File: src/rtl/multicycle_control.sv
// Multi-cycle RV32I control FSM: sequences fetch/decode/execute/memory/writeback over one shared memory.
// Optional lui/auipc support is built when MC_CTRL_UTYPE_EN is defined.
module multicycle_control #(
  parameter int STATE_W = 4
) (
  input  logic               clk,
  input  logic               rst_n,
  input  logic [6:0]         op,
  input  logic [2:0]         funct3,
  input  logic               funct7_5,
  input  logic               zero,
  input  logic               mem_ready,
  output logic               mem_req,
  output logic               mem_write,
  output logic               adr_src,
  output logic               ir_write,
  output logic               pc_write,
  output logic               reg_write,
  output logic [1:0]         result_src,
  output logic [1:0]         alu_src_a,
  output logic [1:0]         alu_src_b,
  output logic [2:0]         imm_src,
  output logic [3:0]         alu_control,
  output logic               illegal,
  output logic [STATE_W-1:0] dbg_state
);

  // state  | meaning
  // RST    | post-reset idle, all outputs low
  // FETCH  | read instr at PC, PC+4 -> PC
  // DECODE | branch/jal target -> ALUOut
  // MEMADR | rs1+imm -> ALUOut;  MEMRD/MEMWB load;  MEMWR store
  // EXR    | reg-reg ALU op;  EXI reg-imm ALU op;  ALUWB write rd
  // BR     | compare, conditional PC load;  JAL/JALR jump;  LINK rd=old PC+4
  // UTYPE  | lui/auipc;  TRAP illegal opcode, held until reset
  typedef enum logic [3:0] {
    S_RST    = 4'd0,  S_FETCH = 4'd1,  S_DECODE = 4'd2,  S_MEMADR = 4'd3,
    S_MEMRD  = 4'd4,  S_MEMWB = 4'd5,  S_MEMWR  = 4'd6,  S_EXR    = 4'd7,
    S_EXI    = 4'd8,  S_ALUWB = 4'd9,  S_BR     = 4'd10, S_JAL    = 4'd11,
    S_JALR   = 4'd12, S_LINK  = 4'd13, S_UTYPE  = 4'd14, S_TRAP   = 4'd15
  } state_t;

  localparam logic [6:0] OP_LOAD  = 7'b0000011;
  localparam logic [6:0] OP_STORE = 7'b0100011;
  localparam logic [6:0] OP_R     = 7'b0110011;
  localparam logic [6:0] OP_I     = 7'b0010011;
  localparam logic [6:0] OP_BR    = 7'b1100011;
  localparam logic [6:0] OP_JAL   = 7'b1101111;
  localparam logic [6:0] OP_JALR  = 7'b1100111;
  localparam logic [6:0] OP_LUI   = 7'b0110111;
  localparam logic [6:0] OP_AUIPC = 7'b0010111;

  localparam logic [3:0] ALU_ADD  = 4'b0000;
  localparam logic [3:0] ALU_SUB  = 4'b0001;
  localparam logic [3:0] ALU_AND  = 4'b0010;
  localparam logic [3:0] ALU_OR   = 4'b0011;
  localparam logic [3:0] ALU_XOR  = 4'b0100;
  localparam logic [3:0] ALU_SLT  = 4'b0101;
  localparam logic [3:0] ALU_SLTU = 4'b0110;
  localparam logic [3:0] ALU_SLL  = 4'b0111;
  localparam logic [3:0] ALU_SRL  = 4'b1000;
  localparam logic [3:0] ALU_SRA  = 4'b1001;

  localparam logic [2:0] IMM_I = 3'b000;
  localparam logic [2:0] IMM_S = 3'b001;
  localparam logic [2:0] IMM_B = 3'b010;
  localparam logic [2:0] IMM_J = 3'b011;
  localparam logic [2:0] IMM_U = 3'b100;

  state_t state_q, state_d;

  // allow_sub is low for immediates: addi has no subtract form
  function automatic logic [3:0] alu_map(input logic [2:0] f3, input logic f7, input logic allow_sub);
    case (f3)
      3'b000:  alu_map = (allow_sub && f7) ? ALU_SUB : ALU_ADD;
      3'b001:  alu_map = ALU_SLL;
      3'b010:  alu_map = ALU_SLT;
      3'b011:  alu_map = ALU_SLTU;
      3'b100:  alu_map = ALU_XOR;
      3'b101:  alu_map = f7 ? ALU_SRA : ALU_SRL;
      3'b110:  alu_map = ALU_OR;
      default: alu_map = ALU_AND;
    endcase
  endfunction

  always_ff @(posedge clk or negedge rst_n) begin
    if (!rst_n) state_q <= S_RST;
    else        state_q <= state_d;
  end

  always_comb begin
    state_d     = state_q;
    mem_req     = 1'b0;
    mem_write   = 1'b0;
    adr_src     = 1'b0;
    ir_write    = 1'b0;
    pc_write    = 1'b0;
    reg_write   = 1'b0;
    result_src  = 2'b00;
    alu_src_a   = 2'b00;
    alu_src_b   = 2'b00;
    imm_src     = IMM_I;
    alu_control = ALU_ADD;
    illegal     = 1'b0;

    case (state_q)
      S_RST: state_d = S_FETCH;

      S_FETCH: begin
        mem_req    = 1'b1;
        alu_src_b  = 2'b10;
        result_src = 2'b10;
        if (mem_ready) begin
          ir_write = 1'b1;
          pc_write = 1'b1;
          state_d  = S_DECODE;
        end
      end

      S_DECODE: begin
        alu_src_a = 2'b01;
        alu_src_b = 2'b01;
        case (op)
          OP_STORE:          imm_src = IMM_S;
          OP_BR:             imm_src = IMM_B;
          OP_JAL:            imm_src = IMM_J;
          OP_LUI, OP_AUIPC:  imm_src = IMM_U;
          default:           imm_src = IMM_I;
        endcase
        case (op)
          OP_LOAD, OP_STORE: state_d = S_MEMADR;
          OP_R:              state_d = S_EXR;
          OP_I:              state_d = S_EXI;
          OP_BR:             state_d = (funct3 == 3'b010 || funct3 == 3'b011) ? S_TRAP : S_BR;
          OP_JAL:            state_d = S_JAL;
          OP_JALR:           state_d = S_JALR;
`ifdef MC_CTRL_UTYPE_EN
          OP_LUI, OP_AUIPC:  state_d = S_UTYPE;
`endif
          default:           state_d = S_TRAP;
        endcase
      end

      S_MEMADR: begin
        alu_src_a = 2'b10;
        alu_src_b = 2'b01;
        imm_src   = (op == OP_STORE) ? IMM_S : IMM_I;
        state_d   = (op == OP_STORE) ? S_MEMWR : S_MEMRD;
      end

      S_MEMRD: begin
        mem_req = 1'b1;
        adr_src = 1'b1;
        if (mem_ready) state_d = S_MEMWB;
      end

      S_MEMWB: begin
        result_src = 2'b01;
        reg_write  = 1'b1;
        state_d    = S_FETCH;
      end

      S_MEMWR: begin
        mem_req   = 1'b1;
        mem_write = 1'b1;
        adr_src   = 1'b1;
        if (mem_ready) state_d = S_FETCH;
      end

      S_EXR: begin
        alu_src_a   = 2'b10;
        alu_control = alu_map(funct3, funct7_5, 1'b1);
        state_d     = S_ALUWB;
      end

      S_EXI: begin
        alu_src_a   = 2'b10;
        alu_src_b   = 2'b01;
        alu_control = alu_map(funct3, funct7_5, 1'b0);
        state_d     = S_ALUWB;
      end

      S_ALUWB: begin
        reg_write = 1'b1;
        state_d   = S_FETCH;
      end

      S_BR: begin
        alu_src_a = 2'b10;
        case (funct3)
          3'b000:  begin alu_control = ALU_SUB;  pc_write = zero;  end
          3'b001:  begin alu_control = ALU_SUB;  pc_write = ~zero; end
          3'b100:  begin alu_control = ALU_SLT;  pc_write = ~zero; end
          3'b101:  begin alu_control = ALU_SLT;  pc_write = zero;  end
          3'b110:  begin alu_control = ALU_SLTU; pc_write = ~zero; end
          3'b111:  begin alu_control = ALU_SLTU; pc_write = zero;  end
          default: begin alu_control = ALU_SUB;  pc_write = 1'b0;  end
        endcase
        state_d = S_FETCH;
      end

      S_JAL: begin
        pc_write = 1'b1;
        state_d  = S_LINK;
      end

      S_JALR: begin
        alu_src_a  = 2'b10;
        alu_src_b  = 2'b01;
        result_src = 2'b10;
        pc_write   = 1'b1;
        state_d    = S_LINK;
      end

      S_LINK: begin
        alu_src_a  = 2'b01;
        alu_src_b  = 2'b10;
        result_src = 2'b10;
        reg_write  = 1'b1;
        state_d    = S_FETCH;
      end

`ifdef MC_CTRL_UTYPE_EN
      S_UTYPE: begin
        alu_src_a = (op == OP_LUI) ? 2'b11 : 2'b01;
        alu_src_b = 2'b01;
        imm_src   = IMM_U;
        state_d   = S_ALUWB;
      end
`endif

      S_TRAP: illegal = 1'b1;

      default: state_d = S_TRAP;
    endcase
  end

  assign dbg_state = STATE_W'(state_q);

endmodule

File: config.mk
export PLATFORM = sky130hd
export DESIGN_NAME = multicycle_control
export DESIGN_NICKNAME = d
export VERILOG_FILES = /design/src/rtl/multicycle_control.sv
export SDC_FILE = /design/constraint.sdc
export NUM_CORES = 1
export LEC_CHECK = 0
export BUFFER_PORTS_ARGS = -buffer_cell sky130_fd_sc_hd__buf_2
export CORE_AREA = 5 5 44 46
export CTS_BUF_LIST = sky130_fd_sc_hd__clkbuf_8
export DETAILED_ROUTE_END_ITERATION = 6
export DIE_AREA = 0 0 49 51
export GPL_ROUTABILITY_DRIVEN = 0
export GPL_TIMING_DRIVEN = 0
export PLACE_DENSITY = 0.85
export SYNTH_ARGS = -nofsm -noshare
export SYNTH_HDL_FRONTEND = slang
export SYNTH_SLANG_ARGS = --single-unit
File: constraint.sdc
create_clock -name clk -period 3.07 [get_ports clk]
set_input_delay 0.1535 -clock clk [delete_from_list [all_inputs] [get_ports clk]]
set_output_delay 0.1535 -clock clk [all_outputs]
set_load 0.02 [all_outputs]
==> impl_metrics.tcl <==
set metrics [dict create \
    synthesis.nets 120 \
    async_flop_share_pct 100.0 \
    wl_um 2176 \
    whs_ns 0.2669 \
    regArea_sq_um 100.1 \
    die_area_sq_um 2499 \
    top_reg_cell_synth "dfrtp_1" \
    cts.root.buffer_cell "clkbuf_8" \
    slew_viol_final 0 \
    multi_input_comb_area_sq_um 550.5 \
    antenna_found_initial 0 \
    cts_buffers 3 \
    layout-area-overhead-vs-synth_pct 36.74 \
    vdd_drop_max_uv 479.7 \
    final_nets 163 \
    drtPass1Iterations 4 \
    cpPeakStageDelay_ns 0.41 \
    core_area_sq_um 1471 \
    status "finished clean" \
    routed_wire_length_per_instance_um 13.43 \
    critical_path_required_ns 2.92 \
    cts_num_sinks 4 \
    timing_worst_setup_path_type "reg -> out" \
    max_freq_ghz 0.4912 \
    yosysUniqueCellTypes 40 \
    maxSlewHeadroom_pct 69.51 \
    tritoncts "built" \
    clock_path_buffers 2 \
    worstHoldPathType "in -> async" \
    grt-ovfl-total 0 \
    timing.final.crit_period_ns 2.036 \
    synthTopCellsByArea "dfrtp_1 (14%), nor2_1 (8.1%), nand2_1 (7.5%), a21oi_1 (5.0%), o21ai_0 (5.0%)" \
    path_buf_inv 1 \
    n_antenna_cell 0 \
    clkLatencyLatePin_ns 0.22 \
    number_of_synthesized_flops_with_an_enable_pin 0 \
    clock_skew_ns 0.001364 \
    vias_in_the_first_global_route 844 \
    yosysSeqAreaShare_pct 14.34 \
    dieWidth_um 49 \
    drt-vias-per-instance 5.747 \
    startpoint_of_the_lowest_slack_register_to_register_path "dbg_state[2]$_DFFE_PN0P_" \
    dp_hpwl_um 1718 \
    ys.warnings.count 0 \
    postCtsSetupBuffers 0 \
    p_leak_nw 0.4834 \
    p_per_area_nw_per_um2 773.8 \
    worstReg2RegEnd "dbg_state[1]$_DFFE_PN0P_" \
    slowest_stage "o2bb2a_1" \
    path_delay_family "compound AO/OA/AOI/OAI gates" \
    reg2reg_setup_slack_ns 1.47 \
    startpoint_type "flip-flop" \
    groute.usage.overall_pct 17.34 \
    initial_utilization_pct 47.45 \
    synth-seq-cells 4 \
    worstSetupEndpointType "output port" \
    io_pins 39 \
    tightest_slew_ns 0.4573 \
    yosysMostFrequentCell "nor2_1" \
    ff2ff_path_depth 4 \
    pre_cts_ws_ns 1.267 \
    gate_count_of_the_mapped_netlist 105 \
    path_clk_slew_ns 0.03 \
    fin_ws_ns 1.034 \
    fin_setup_tns_ns 0 \
    max-cap-violations 0 \
    initialDrtViolationCount 31 \
    synthTopCellsByCount "nor2_1 (15), nand2_1 (14), a21oi_1 (7), inv_1 (7), o21ai_0 (7)" \
    period_share_pct 66.31 \
    dieHeight_um 51 \
    drive_gt1_share_pct 32.19 \
    synth.top_cell.area_share_pct 14.34 \
    finalHoldViolCount 0 \
    worst-endpoint-arrival_ns 1.88 \
    antenna_left 0 \
    grt_setup_unrepaired "no" \
    total_number_of_vias 931 \
    post_synth.cell_area_avg_sq_um 6.649 \
    drcViolationCount 0 \
    crit_chain "nand2b_1 -> o2bb2a_1 -> o31a_1 -> o221ai_1 -> buf_2" \
    mappedNetlistArea_sq_um 698.2 \
    fillers 141 \
    grt_start_max_net_pins 11 \
    most_area_hungry_cell_type_in_the_yosys_netlist "dfrtp_1" \
    grt_pass1_wl_um 3581 \
    setup_viol_count_final 0 \
    max_ffs_per_register 4 \
    crit_path_max_fanout 7 \
    portBuffers 37 \
    rows 14 \
    htreeDepth 1 \
]
## placed cells by master (no fill, tap or decap), drive strengths merged, types with 3 or more instances in the layout
cell type	Yosys	routed
a21oi	7	7
buf	2	39
clkbuf	3	6
dfrtp	4	4
inv	7	7
nand2	14	14
nand2b	4	4
nor2	15	15
nor2b	3	3
nor3	4	4
o21ai	7	7
o22ai	3	3
## where the power goes
part | internal [W] | switching (W) | total (W)
clock | 0.0000838 | 0.0000295 | 0.000113
combinational | 0.000178 | 0.000353 | 0.000530
sequential | 0.0000726 | 0.0000225 | 0.0000950
## cell type report
class	count	share of cell area, %
clock buffer	3	4.325
multi-input combinational	89	57.67
timing repair buffer	38	20.45
buffer	5	2.228
sequential	4	10.48
inverter	7	2.752
tap	16	2.097
## metrics by stage
step / cells / util [%] / area, sq um / power (W)
6_report: 162 / 64.88 / 954.7 / 0.0007387
5_1_grt: 162 / 64.88 / 954.7 / 0.0008009
4_1_cts: 162 / 64.88 / 954.7 / 0.0007398
3_5_place_dp: 158 / 61.39 / 903.4 / 0.0006229
3_3_place_gp: 158 / 61.39 / 903.4 / 0.0006159
2_1_floorplan: 105 / - / 698.2 / 0.0004623
## routing by layer
metal | wire, um | GRT usage [%]
met1 | 956 | 22.85
met2 | 979 | 27.17
met3 | 228 | 5.814
met4 | 11 | 4.484
met5 | 0 | 0
## worst reg2reg max path, cell delays in order (launching register included)
cell       delay [ns]
dfrtp_1          0.39
clkbuf_1         0.24
nor2_1           0.42
nand4_1          0.21
o2111ai_1        0.24
## worst max path at each step
stage / slack [ns] / endpoint / depth (start not counted) / startpoint
finish: 1.03 / alu_control[0] / 5 / dbg_state[3]$_DFFE_PN0P_
CTS: 1.03 / alu_control[0] / 5 / dbg_state[3]$_DFFE_PN0P_
global route: 0.91 / imm_src[2] / 5 / dbg_state[2]$_DFFE_PN0P_
floorplan: 1.12 / imm_src[2] / 4 / dbg_state[2]$_DFFE_PN0P_
detailed placement: 1.27 / alu_control[0] / 5 / dbg_state[3]$_DFFE_PN0P_
global placement: 1.27 / alu_control[0] / 5 / dbg_state[3]$_DFFE_PN0P_
## repair_timing
item,CTS,global route
resized for setup,0,0
hold buffers,1,0
endpoints found under the hold margin,4,0
## cells by family after synthesis
kind of cell / synth area share, %
flip-flops: 14.34
multiplexers: 1.434
AND/OR/NAND/NOR: 40.68
XOR/XNOR: 1.255
buffers and inverters: 6.811
AO/OA/AOI/OAI: 35.49
No activity file was read; power rests on OpenSTA's default activity.
